File: src/rtl/mem_stage_pkg.sv
// Shared types and constants for the MEM-stage load/store unit.
// Holds funct3 size codes, the FSM states and the request/write-back bundles.
package mem_stage_pkg;

   localparam int ACK_TIMEOUT_DEF = 15;

   localparam logic [2:0] F3_B  = 3'b000;
   localparam logic [2:0] F3_H  = 3'b001;
   localparam logic [2:0] F3_W  = 3'b010;
   localparam logic [2:0] F3_BU = 3'b100;
   localparam logic [2:0] F3_HU = 3'b101;

   typedef enum logic [1:0] {
      IDLE,
      ACCESS,
      RESP
   } state_e;

   typedef struct packed {
      logic [31:0] addr;
      logic [31:0] wdata;
      logic [31:0] alu;
      logic [3:0]  be;
      logic [2:0]  f3;
      logic        we;
      logic [4:0]  rd;
      logic        rw;
      logic        m2r;
   } req_t;

   typedef struct packed {
      logic        valid;
      logic        rw;
      logic        m2r;
      logic [4:0]  rd;
      logic [31:0] data;
      logic        mis;
      logic        berr;
   } wb_t;

   function automatic logic is_aligned(input logic [2:0] f3,
                                       input logic [1:0] off);
      case (f3[1:0])
         2'b01:   return ~off[0];
         2'b10:   return off == 2'b00;
         default: return 1'b1;
      endcase
   endfunction

endpackage

File: src/rtl/load_align.sv
// Extracts and extends the addressed byte/halfword from a read word.
module load_align
   import mem_stage_pkg::*;
(
   input  logic [31:0] rdata,
   input  logic [1:0]  offset,
   input  logic [2:0]  funct3,
   output logic [31:0] result
);

   logic [15:0] lane;

   assign lane = 16'(rdata >> {offset, 3'b000});

   always_comb begin
      result = rdata;
      case (funct3)
         F3_B:    result = {{24{lane[7]}}, lane[7:0]};
         F3_H:    result = {{16{lane[15]}}, lane};
         F3_BU:   result = {24'h0, lane[7:0]};
         F3_HU:   result = {16'h0, lane};
         default: result = rdata;
      endcase
   end

endmodule

File: src/rtl/mem_stage_lsu.sv
// MEM-stage load/store unit: one outstanding data-memory access,
// ack timeout, misalignment detection and a registered write-back slot.
module mem_stage_lsu
   import mem_stage_pkg::*;
#(
   parameter int ACK_TIMEOUT = ACK_TIMEOUT_DEF
) (
   input  logic        Clock,
   input  logic        Reset,
   input  logic        ex_valid,
   input  logic        mem_read,
   input  logic        mem_write,
   input  logic [2:0]  funct3,
   input  logic [31:0] addr,
   input  logic [31:0] wdata,
   input  logic [4:0]  rd,
   input  logic        reg_write,
   input  logic        mem_to_reg,
   input  logic [31:0] alu_result,
   output logic        dmem_req,
   output logic        dmem_we,
   output logic [31:0] dmem_addr,
   output logic [31:0] dmem_wdata,
   output logic [3:0]  dmem_be,
   input  logic        dmem_ack,
   input  logic [31:0] dmem_rdata,
   output logic        wb_valid,
   output logic        wb_reg_write,
   output logic        wb_mem_to_reg,
   output logic [4:0]  wb_rd,
   output logic [31:0] wb_data,
   output logic        stall,
   output logic        misaligned,
   output logic        bus_error
);

   localparam int CW = $clog2(ACK_TIMEOUT + 1);

   state_e        state_q, state_d;
   logic [CW-1:0] cnt_q, cnt_d;
   req_t          req_q, req_d;
   wb_t           wb_q, wb_d;

   logic          mem_op;
   logic          aligned;
   logic          accept;
   logic [3:0]    st_be;
   logic [31:0]   st_wdata;
   logic [31:0]   load_val;

   load_align u_load_align (
      .rdata  (dmem_rdata),
      .offset (req_q.addr[1:0]),
      .funct3 (req_q.f3),
      .result (load_val)
   );

   assign mem_op  = mem_read | mem_write;
   assign aligned = is_aligned(funct3, addr[1:0]);
   assign accept  = (state_q == IDLE) & ex_valid & mem_op & aligned;

   always_comb begin
      st_be    = 4'b1111;
      st_wdata = wdata;
      case (funct3[1:0])
         2'b00: begin
            st_be    = 4'b0001 << addr[1:0];
            st_wdata = {4{wdata[7:0]}};
         end
         2'b01: begin
            st_be    = 4'b0011 << addr[1:0];
            st_wdata = {2{wdata[15:0]}};
         end
         default: ;
      endcase
   end

   always_comb begin
      state_d = state_q;
      cnt_d   = cnt_q;
      req_d   = req_q;
      wb_d    = wb_q;
      wb_d.valid = 1'b0;
      wb_d.mis   = 1'b0;
      wb_d.berr  = 1'b0;
      case (state_q)
         IDLE: begin
            if (ex_valid && !mem_op) begin
               wb_d = '{1'b1, reg_write, mem_to_reg, rd,
                        alu_result, 1'b0, 1'b0};
            end else if (ex_valid && !aligned) begin
               wb_d = '{1'b1, 1'b0, mem_to_reg, rd,
                        alu_result, 1'b1, 1'b0};
            end else if (accept) begin
               req_d = '{addr, st_wdata, alu_result, st_be, funct3,
                         mem_write, rd, reg_write, mem_to_reg};
               cnt_d   = '0;
               state_d = ACCESS;
            end
         end
         ACCESS: begin
            // Ack takes priority over a timeout landing in the same cycle.
            if (dmem_ack) begin
               wb_d = '{1'b1, req_q.rw & ~req_q.we, req_q.m2r, req_q.rd,
                        req_q.we ? req_q.alu : load_val, 1'b0, 1'b0};
               state_d = RESP;
            end else if (cnt_q == CW'(ACK_TIMEOUT - 1)) begin
               wb_d = '{1'b1, 1'b0, req_q.m2r, req_q.rd,
                        32'h0, 1'b0, 1'b1};
               state_d = RESP;
            end else begin
               cnt_d = cnt_q + CW'(1);
            end
         end
         RESP: state_d = IDLE;
         default: state_d = IDLE;
      endcase
   end

   always_ff @(posedge Clock or posedge Reset) begin
      if (Reset) begin
         state_q <= IDLE;
         cnt_q   <= '0;
         req_q   <= '0;
         wb_q    <= '0;
      end else begin
         state_q <= state_d;
         cnt_q   <= cnt_d;
         req_q   <= req_d;
         wb_q    <= wb_d;
      end
   end

   assign dmem_req   = (state_q == ACCESS);
   assign dmem_we    = dmem_req & req_q.we;
   assign dmem_addr  = {req_q.addr[31:2], 2'b00};
   assign dmem_wdata = req_q.wdata;
   assign dmem_be    = req_q.be;

   // Gated by Reset so the upstream hold drops without waiting for an edge.
   assign stall = ~Reset & (accept | (state_q == ACCESS));

   assign wb_valid      = wb_q.valid;
   assign wb_reg_write  = wb_q.rw;
   assign wb_mem_to_reg = wb_q.m2r;
   assign wb_rd         = wb_q.rd;
   assign wb_data       = wb_q.data;
   assign misaligned    = wb_q.mis;
   assign bus_error     = wb_q.berr;

endmodule
File: config.mk
export PLATFORM = sky130hd
export DESIGN_NAME = mem_stage_lsu
export DESIGN_NICKNAME = d
export VERILOG_FILES = /design/src/rtl/mem_stage_pkg.sv /design/src/rtl/load_align.sv /design/src/rtl/mem_stage_lsu.sv
export SDC_FILE = /design/constraint.sdc
export NUM_CORES = 1
export LEC_CHECK = 0
export CORE_MARGIN = 3
export CORE_UTILIZATION = 40
export DETAILED_ROUTE_END_ITERATION = 10
export DONT_BUFFER_PORTS = 1
export HOLD_SLACK_MARGIN = 0.15
export SYNTH_ARGS = -nofsm -noshare
export SYNTH_HDL_FRONTEND = slang
export SYNTH_SLANG_ARGS = --single-unit
File: constraint.sdc
create_clock -name Clock -period 8.05 [get_ports Clock]
set_input_delay 1.61 -clock Clock [delete_from_list [all_inputs] [get_ports Clock]]
set_output_delay 1.61 -clock Clock [all_outputs]
set_load 0.005 [all_outputs]
# Yosys cells after proc, flatten, opt, wreduce, memory -nomap -nowiden
# Index checks and enable logic that the tools add are counted.
dict set report totals {
  regBits 159
  wordCells 84
}
dict set report op_classes {
  n_reduce_logical 13
  muxes 22
  addsub 1
  eq_ne 14
  n_shift 3
  bitwise_logic 13
}
# operator n
set ops {}
lappend ops {{$mux 42} 4}
lappend ops {{$pmux 32 s4} 1}
lappend ops {{$pmux 42 s2} 1}
lappend ops {{$pmux 32 s2} 1}
lappend ops {{$mux 32} 1}
lappend ops {{$shr 32x5->16} 1}
lappend ops {{$mux 4} 5}
lappend ops {{$pmux 4 s2} 2}
lappend ops {{$mux 2} 5}
lappend ops {{$ne 2x2->1 const B} 5}
lappend ops {{$reduce_and 4->1} 2}
lappend ops {{$and 1x1->1} 6}
lappend ops {{$eq 3x3->1 const B} 2}
lappend ops {{$logic_not 2->1} 3}
lappend ops {{$ne 3x1->1 const B} 2}
lappend ops {{$reduce_and 6->1} 1}
lappend ops {{$not 1->1} 5}
lappend ops {{$add 4x1->4 const B} 1}
lappend ops {{$eq 2x1->1 const B} 2}
lappend ops {{$eq 4x4->1 const B} 1}
lappend ops {{$pmux 2 s2} 1}
lappend ops {{$shl 1x2->4 const A} 1}
lappend ops {{$shl 2x2->4 const A} 1}
lappend ops {{$eq 3x1->1 const B} 1}
lappend ops {{other kinds (8)} 11}

# Longest topological paths before layout
# Gate-level depths: netlist of the first run.
dict set report depth {
  depth_word 8
  ltp_mapped 10
  depth_no_buf 8
}

# Cells and area by module
# From an unflattened synthesis of the first run, not the netlist that was laid out.
dict set report hier_totals {
  hier_cells 687
  area_unflattened_um2 8154.1
}
# mod cells_each area_per_inst_um2 n_inst seq_area_each_um2
set by_module_without_submodules {}
lappend by_module_without_submodules {mem_stage_lsu 581 7462.2 1 3978.8}
lappend by_module_without_submodules {load_align 106 691.9 1 0.0}

# Worst setup path before layout of the first run
# OpenSTA, ideal clock, no wires.
dict set report synth_path {
  path_type {in2out}
  start {input funct3[0]}
  end {output stall}
  arrival_ns 2.709
  stages 7
  n_path_buf 1
  path_slack_ns 3.731
  cell_sequence {inv_1 > ha_1 > nor2b_1 > o21ai_1 > a21o_1 > clkbuf_1 > a21oi_1}
}
dict set report synth_via {
  elab_chain_cells 5
  elab_cells_between_ends 6
  classes_between {eq/ne (2); mux (1); bitwise (3)}
}
# item line_no
set synth_rtl {}
lappend synth_rtl {{start: declaration} mem_stage_lsu.sv:13} ;# input logic [2:0] funct3,
lappend synth_rtl {{$eq 2x2->1 / $eq 2x1->1 (equally long branches)} mem_stage_pkg.sv:43} ;# case (f3[1:0])
lappend synth_rtl {{$pmux 1 s2 (*)} mem_stage_pkg.sv:43}
lappend synth_rtl {{$and 1x1->1 (*)} mem_stage_lsu.sv:60} ;# assign accept = (state_q == IDLE) & ex_valid & mem_op & aligned;
lappend synth_rtl {{$or 1x1->1 (*)} mem_stage_lsu.sv:141} ;# assign stall = ~Reset & (accept | (state_q == ACCESS));
lappend synth_rtl {{$and 1x1->1 (*)} mem_stage_lsu.sv:141}
lappend synth_rtl {{end: declaration} mem_stage_lsu.sv:32} ;# output logic stall,
# Every way passes the cells marked *; elsewhere a longest branch is shown, timed or not.

# Worst setup path after layout of the first run
dict set report layout_path {
  start {input funct3[1]}
  end {output stall}
}
# Same word-level chain as after synthesis.

==> results.md, run 1 <==
- Initial antenna violation count: 0
- Vias in the first global route: 5,750
- Max FFs per register: 45
- Slew margin rel.: 27.1%
- Worst path max stage delay: 510 ps
- Nets: 787
- Max-cap viol count: 0
- Clock share of power: 28.4%
- Routability cong.: 0.832
- Num CTS Buffers: 17
- Cts repair resizes: 0
- Setup bufs post-CTS: 0
- CP max FO: 41
- Layout cells sized above 1: 19.4%
- CP startpoint kind: primary input
- DP Area: 7560 um^2
- Routed length per instance: 23.8 um
- Largest net degree at the start of global routing: 98
- Area of the multi-input gates: 3110 um^2
- Synth warnings: 0
- Distinct cells, synth: 51
- Leakage: 3.40 nW
- Clock buffer depth: 2
- Core Footprint: 19,100 um^2
- Combinational power share: 24.0%
- Yosys reg bits: 159
- Synthesized area per cell: 10.9 um^2
- # clock sinks: 159
- Top-level port count: 257
- Critical Path RT: 6440 ps
- Initial core utilization: 41.5%
- Routed WL: 21,600 um
- Commonest non-fill, non-tap cell in the layout: dfrtp_1
- DRC Markers: 0
- Die Area: 21,500 um^2
- Setup TNS: 0 ps
- H-tree depth: 4
- FF/Latch Area: 3980 um^2
- Most flops, register: req_q
- Peak supply drop: 0.000147 V
- ANT nets after route: 0
- CP Capture Type: output pin
- Final clock skew: 10.9 ps
- Fin crit period: 4780 ps
- Crit path max-delay cell type: ha_1
- CTS tree: built
- Clk_lat worst skew: 420 ps
- Chip width: 147 um
- # port buffers: 0
- Slew Limit Fails: 0
- Inserted Diodes: 0
- Clock-pin slew on the worst setup and hold paths: 70 ps
- Worst-path cell chain: inv_1 > ha_1 > o21ai_1 > a21o_1 > buf_4 > a21oi_1
- DR vias/cell: 5.91
- Final Hold Fails: 0
- DRT Pass-1 Iters: 6
- Rows: 50
- Layout fillers: 1,824
- Setup CP Type: primary input to output pin
- First-pass GRT wire length: 33,500 um
- Buf+Inv Stages, Crit Path: 2
- Number of synthesized flops with an enable pin: 0
- Cell chosen for the clock root: clkbuf_16
- Final Cell Area: 8170 um^2
- Fmax: 0.209 GHz
- Seq/Total Area, Yosys: 50.2%
- Cell Int Power: 1.93 mW
- Synth async-reset ratio: 100%
- 1st-iter DRT viols: 350
- Layout area overhead: 3.14%
- WP data arrival: 3170 ps
- Grt ovf: 0
- Total track usage: 19.8%
- Delay-heaviest family, CP: compound AO/OA/AOI/OAI gates
- Primary FF master, synth: dfrtp_1
- Tcrit/Tclk final: 59.4%
- Commonest non-fill, non-tap cells in the layout: dfrtp_1, mux2_2, nor2_1
- Mapped Cells: 728
- Tightest Pin Transition: 1090 ps
- Worst hold path class: flip-flop to flip-flop
- Post-CTS Hold Buffers: 0
- Net Sw Frac: 34.1%
- Seq pwr share: 47.6%
- P_sw: 0.999 mW
- PD cells: 358 nW/um^2
- HPWL after DPL: 15,300 um
- Status: finished clean
- Syn Std Cell Area: 7920 um^2
- Setup violators final: 0
- Die Y: 147 um
- RSZ-0062 raised after global routing: no
- Via count: 5,380
## cells in the mapped netlist, drive strengths merged, types with 6 or more instances
master    n  area share, %
nor3      6           0.38
a22oi    16            1.5
clkbuf   19           0.90
nor2     63            3.0
inv      18           0.85
a31oi    11           0.87
a22o     15            1.7
a21oi    13           0.82
o211ai    8           0.82
buf     101            9.1
dfrtp   159             50
o22a      6           0.66
a222oi   23            2.9
mux2i    16            2.0
a221oi   13            1.4
o22ai     8           0.63
nand2    47            2.2
mux2     79             11
o21ai    54            3.4
a211oi    8           0.76
## layout make-up
type / instances / share of cell area, %
Tap cell: 260 / 3.98
Sequential cell: 159 / 48.7
Clock buffer: 18 / 5.37
Clock inverter: 14 / 2.10
Inverter: 18 / 0.888
Multi-Input combinational cell: 432 / 38.1
Timing Repair Buffer: 10 / 0.919
## worst paths after layout
path,cells after the start,to,start,slack (ps)
setup / recovery,6,stall,funct3[1],3270
hold / removal,2,wb_mem_to_reg,req_q[0],490
setup reg to reg,5,dmem_addr[12],state_q[0],5160
hold reg to reg,2,wb_mem_to_reg,req_q[0],490
max in group asynchronous,2,bus_error,Reset,5450
min in group asynchronous,1,req_q[6],Reset,1230
## worst register-to-register path, stage by stage, from the launching register on
cell,delay (ps)
dfrtp_1,450
nor3b_2,320
o21ai_1,200
a21oi_4,820
buf_4,570
mux2_2,420
## through the flow
step                std cells  setup WS [ps]  hold WS, ps  utilization [%]  total power, mW
finish                    911           3270          495             42.8             2.93
global route              911           3120          512             42.8             3.11
CTS                       911           3240          495             42.8             2.96
detailed placement        879           3230          479             39.6             2.12
global placement          879           3340          465             39.6             2.06
floorplan                 729           2150          451                -             2.07
## routing by layer
metal | GRT usage [%] | part of all wire (%) | routed length (um)
met1 | 22.7 | 37 | 7990
met2 | 33.1 | 49 | 10700
met3 | 9.28 | 12 | 2540
met4 | 6.16 | 1.9 | 414
met5 | 0 | 0 | 0
## kinds of logic after synthesis
family	count (synthesis)	share of synthesized area (%)
AND/OR/NAND/NOR	140	7.63
XOR/XNOR	1	0.111
AO/OA/AOI/OAI	189	17.1
flip-flops	159	50.2
multiplexers	95	13.2
adder cells (fa/ha/maj)	5	0.790
buffers and inverters	138	10.8
other	1	0.0473
## power by group through the flow
stage | clock, mW | sequential [mW] | combinational, mW
2_1_floorplan | 0 | 1.26 | 0.808
3_3_place_gp | 0 | 1.39 | 0.670
3_5_place_dp | 0 | 1.41 | 0.708
4_1_cts | 0.858 | 1.40 | 0.708
5_1_grt | 0.897 | 1.44 | 0.781
6_report | 0.833 | 1.39 | 0.702
(Power assumes the default switching activity.)
==> inputs of run 2 (changes only) <==
clock period = 3.9 ns   (was 8.05 ns; I/O delays follow)
==> results.md, run 2 (synthesis results as in run 1) <==
- Status: finished clean
- Setup TNS: 0 ps (unchanged)
- PD cells: 731 nW/um^2 (+100%)
- Rows: 50 (unchanged)
- Worst path max stage delay: 930 ps (+420 ps)
- CP Capture Type: flip-flop
- DRT Pass-1 Iters: 7 (+1)
- WP data arrival: 3100 ps (-70 ps)
- Slew Limit Fails: 0 (unchanged)
- Fmax: 0.359 GHz
- Most flops, register: req_q
- Worst hold path class: primary input to flip-flop
- Setup bufs post-CTS: 0 (unchanged)
- Nets: 793 (+0.76%)
- Cell chosen for the clock root: clkbuf_16
- Fin util: 43.2% (+0.35 points)
- # port buffers: 0 (unchanged)
- Via count: 5,411 (+0.58%)
- Final Cell Area: 8240 um^2 (+0.81%)
- Clk_lat worst skew: 410 ps (about the same)
- Routed length per instance: 23.6 um (-0.77%)
- Die Y: 147 um (unchanged)
- Final Hold Fails: 0 (unchanged)
- RSZ-0062 raised after global routing: no
- Buf+Inv Stages, Crit Path: 1 (-1)
- Setup violators final: 0 (unchanged)
- Cts repair resizes: 0 (unchanged)
- Final clock skew: 8.16 ps (-2.70 ps)
- DP Area: 7660 um^2 (+1.2%)
- Reg2reg path depth: 5 (unchanged)
- Peak supply drop: 0.000303 V (+110%)
- Hold path depth: 1 (-1)
- Num CTS Buffers: 17 (unchanged)
- Die Area: 21,500 um^2 (unchanged)
- Inserted Diodes: 0 (unchanged)
- HPWL after DPL: 15,500 um (+1.7%)
- Delay-heaviest family, CP: simple AND/OR/NAND/NOR gates
- Initial antenna violation count: 0 (unchanged)
- # clock sinks: 159 (unchanged)
- Max FFs per register: 45 (unchanged)
- First-pass GRT wire length: 33,300 um (-0.82%)
- Commonest non-fill, non-tap cells in the layout: dfrtp_1, mux2_2, nor2_1
- CP startpoint kind: flip-flop
- Clock buffer depth: 2 (unchanged)
- Largest net degree at the start of global routing: 57 (-42%)
- DRC Markers: 0 (unchanged)
- Tcrit/Tclk final: 71.5%
- Tightest Pin Transition: 1200 ps (+107 ps)
- Vias in the first global route: 5,746 (-0.070%)
- Layout fillers: 1,773 (-2.8%)
- Initial core utilization: 41.5% (unchanged)
- CP max FO: 26 (-37%)
- Post-CTS Hold Buffers: 0 (unchanged)
- Total track usage: 19.6% (-0.24 points)
- Grt ovf: 0 (unchanged)
- Chip width: 147 um (unchanged)
- Routed WL: 21,500 um (-0.44%)
- Leakage: 3.43 nW (+0.87%)
- Layout cells sized above 1: 19.4% (+0.064 points)
- Core Footprint: 19,100 um^2 (unchanged)
- Top-level port count: 257 (unchanged)
- CTS tree: built
- Fin crit period: 2790 ps
- Max-cap viol count: 0 (unchanged)
- Reg2reg setup slack: 1110 ps (-4050 ps)
- H-tree depth: 4 (unchanged)
- CP most frequent cell: o21ai_0
- Routability cong.: 0.835 (+0.46%)
- Slew margin rel.: 20.1% (-7.0 points)
- Commonest non-fill, non-tap cell in the layout: dfrtp_1
- Layout area overhead: 3.98%
- Critical Path RT: 4210 ps (-2230 ps)
- Crit path max-delay cell type: and2_1
- Critical Path Stages: 5 (-1)
- 1st-iter DRT viols: 485 (+39%)
- DR vias/cell: 5.92 (+0.25%)
- Setup CP Type: flip-flop to flip-flop
- ANT nets after route: 0 (unchanged)
- Clock-pin slew on the worst setup and hold paths: 60 ps (about the same)
- Worst-path cell chain: nand2b_2 > inv_2 > and2_1 > o21ai_0 > o21ai_0
[run 2: cell count changes in the layout (fill, tap and decap cells not counted), sizes merged]
cell | before | now
clkinv | 3 | 2
inv | 24 | 19
bufinv | 2 | 3
clkbuf | 18 | 20
buf | 10 | 16
[run 2: cell type report]
class,instances,area (um^2),share of cell area (%)
clock buffer,20,447,5.42
clock inverter,9,136,1.66
inverter,18,71.3,0.866
multi-input combinational,432,3110,37.8
sequential,159,3980,48.3
tap,260,325,3.95
timing repair buffer,16,170,2.07
[run 2: power by group]
part / internal [mW] / leakage [nW] / switching [mW]
clock: 1.02 / 0.279 / 0.659
sequential: 2.29 / 1.90 / 0.569
combinational: 0.726 / 1.25 / 0.757
total: 4.04 / 3.43 / 1.98
[run 2: stage by stage]
step	setup slack, ps	hold WS (ps)	std cells	total power [mW]
after global placement	940	464	885	4.28
after CTS	1220	403	914	6.08
after floorplan	1110	451	729	4.27
after global routing	1020	396	914	6.39
after detailed placement	849	480	885	4.38
final	1110	427	914	6.02
[run 2: final timing paths]
kind,startpoint,to
max in group asynchronous,Reset,req_q[23]
worst min-delay path,dmem_ack,bus_error
worst max-delay path,state_q[1],wb_data[9]
worst min register to register,req_q[3],wb_rd[1]
min in group asynchronous,Reset,dmem_addr[10]
worst max register to register,state_q[1],wb_data[9]
[run 2: metal layers]
metal	track usage, %	wire, um	part of all wire [%]	up-vias
met1	22.8	8040	37	2724
met3	8.02	2480	11	22
li1	-	-	-	2402
met5	0	0	0	-
met2	33.3	10700	50	263
met4	5.83	362	1.7	0
[run 2: worst register-to-register path, delay by kind of cell, from the launching register on]
| kind | cells | cell delay (ps) |
|---|---|---|
| flops | 1 | 400 |
| simple gates | 2 | 1150 |
| buf+inv | 1 | 100 |
| compound gates | 2 | 1040 |
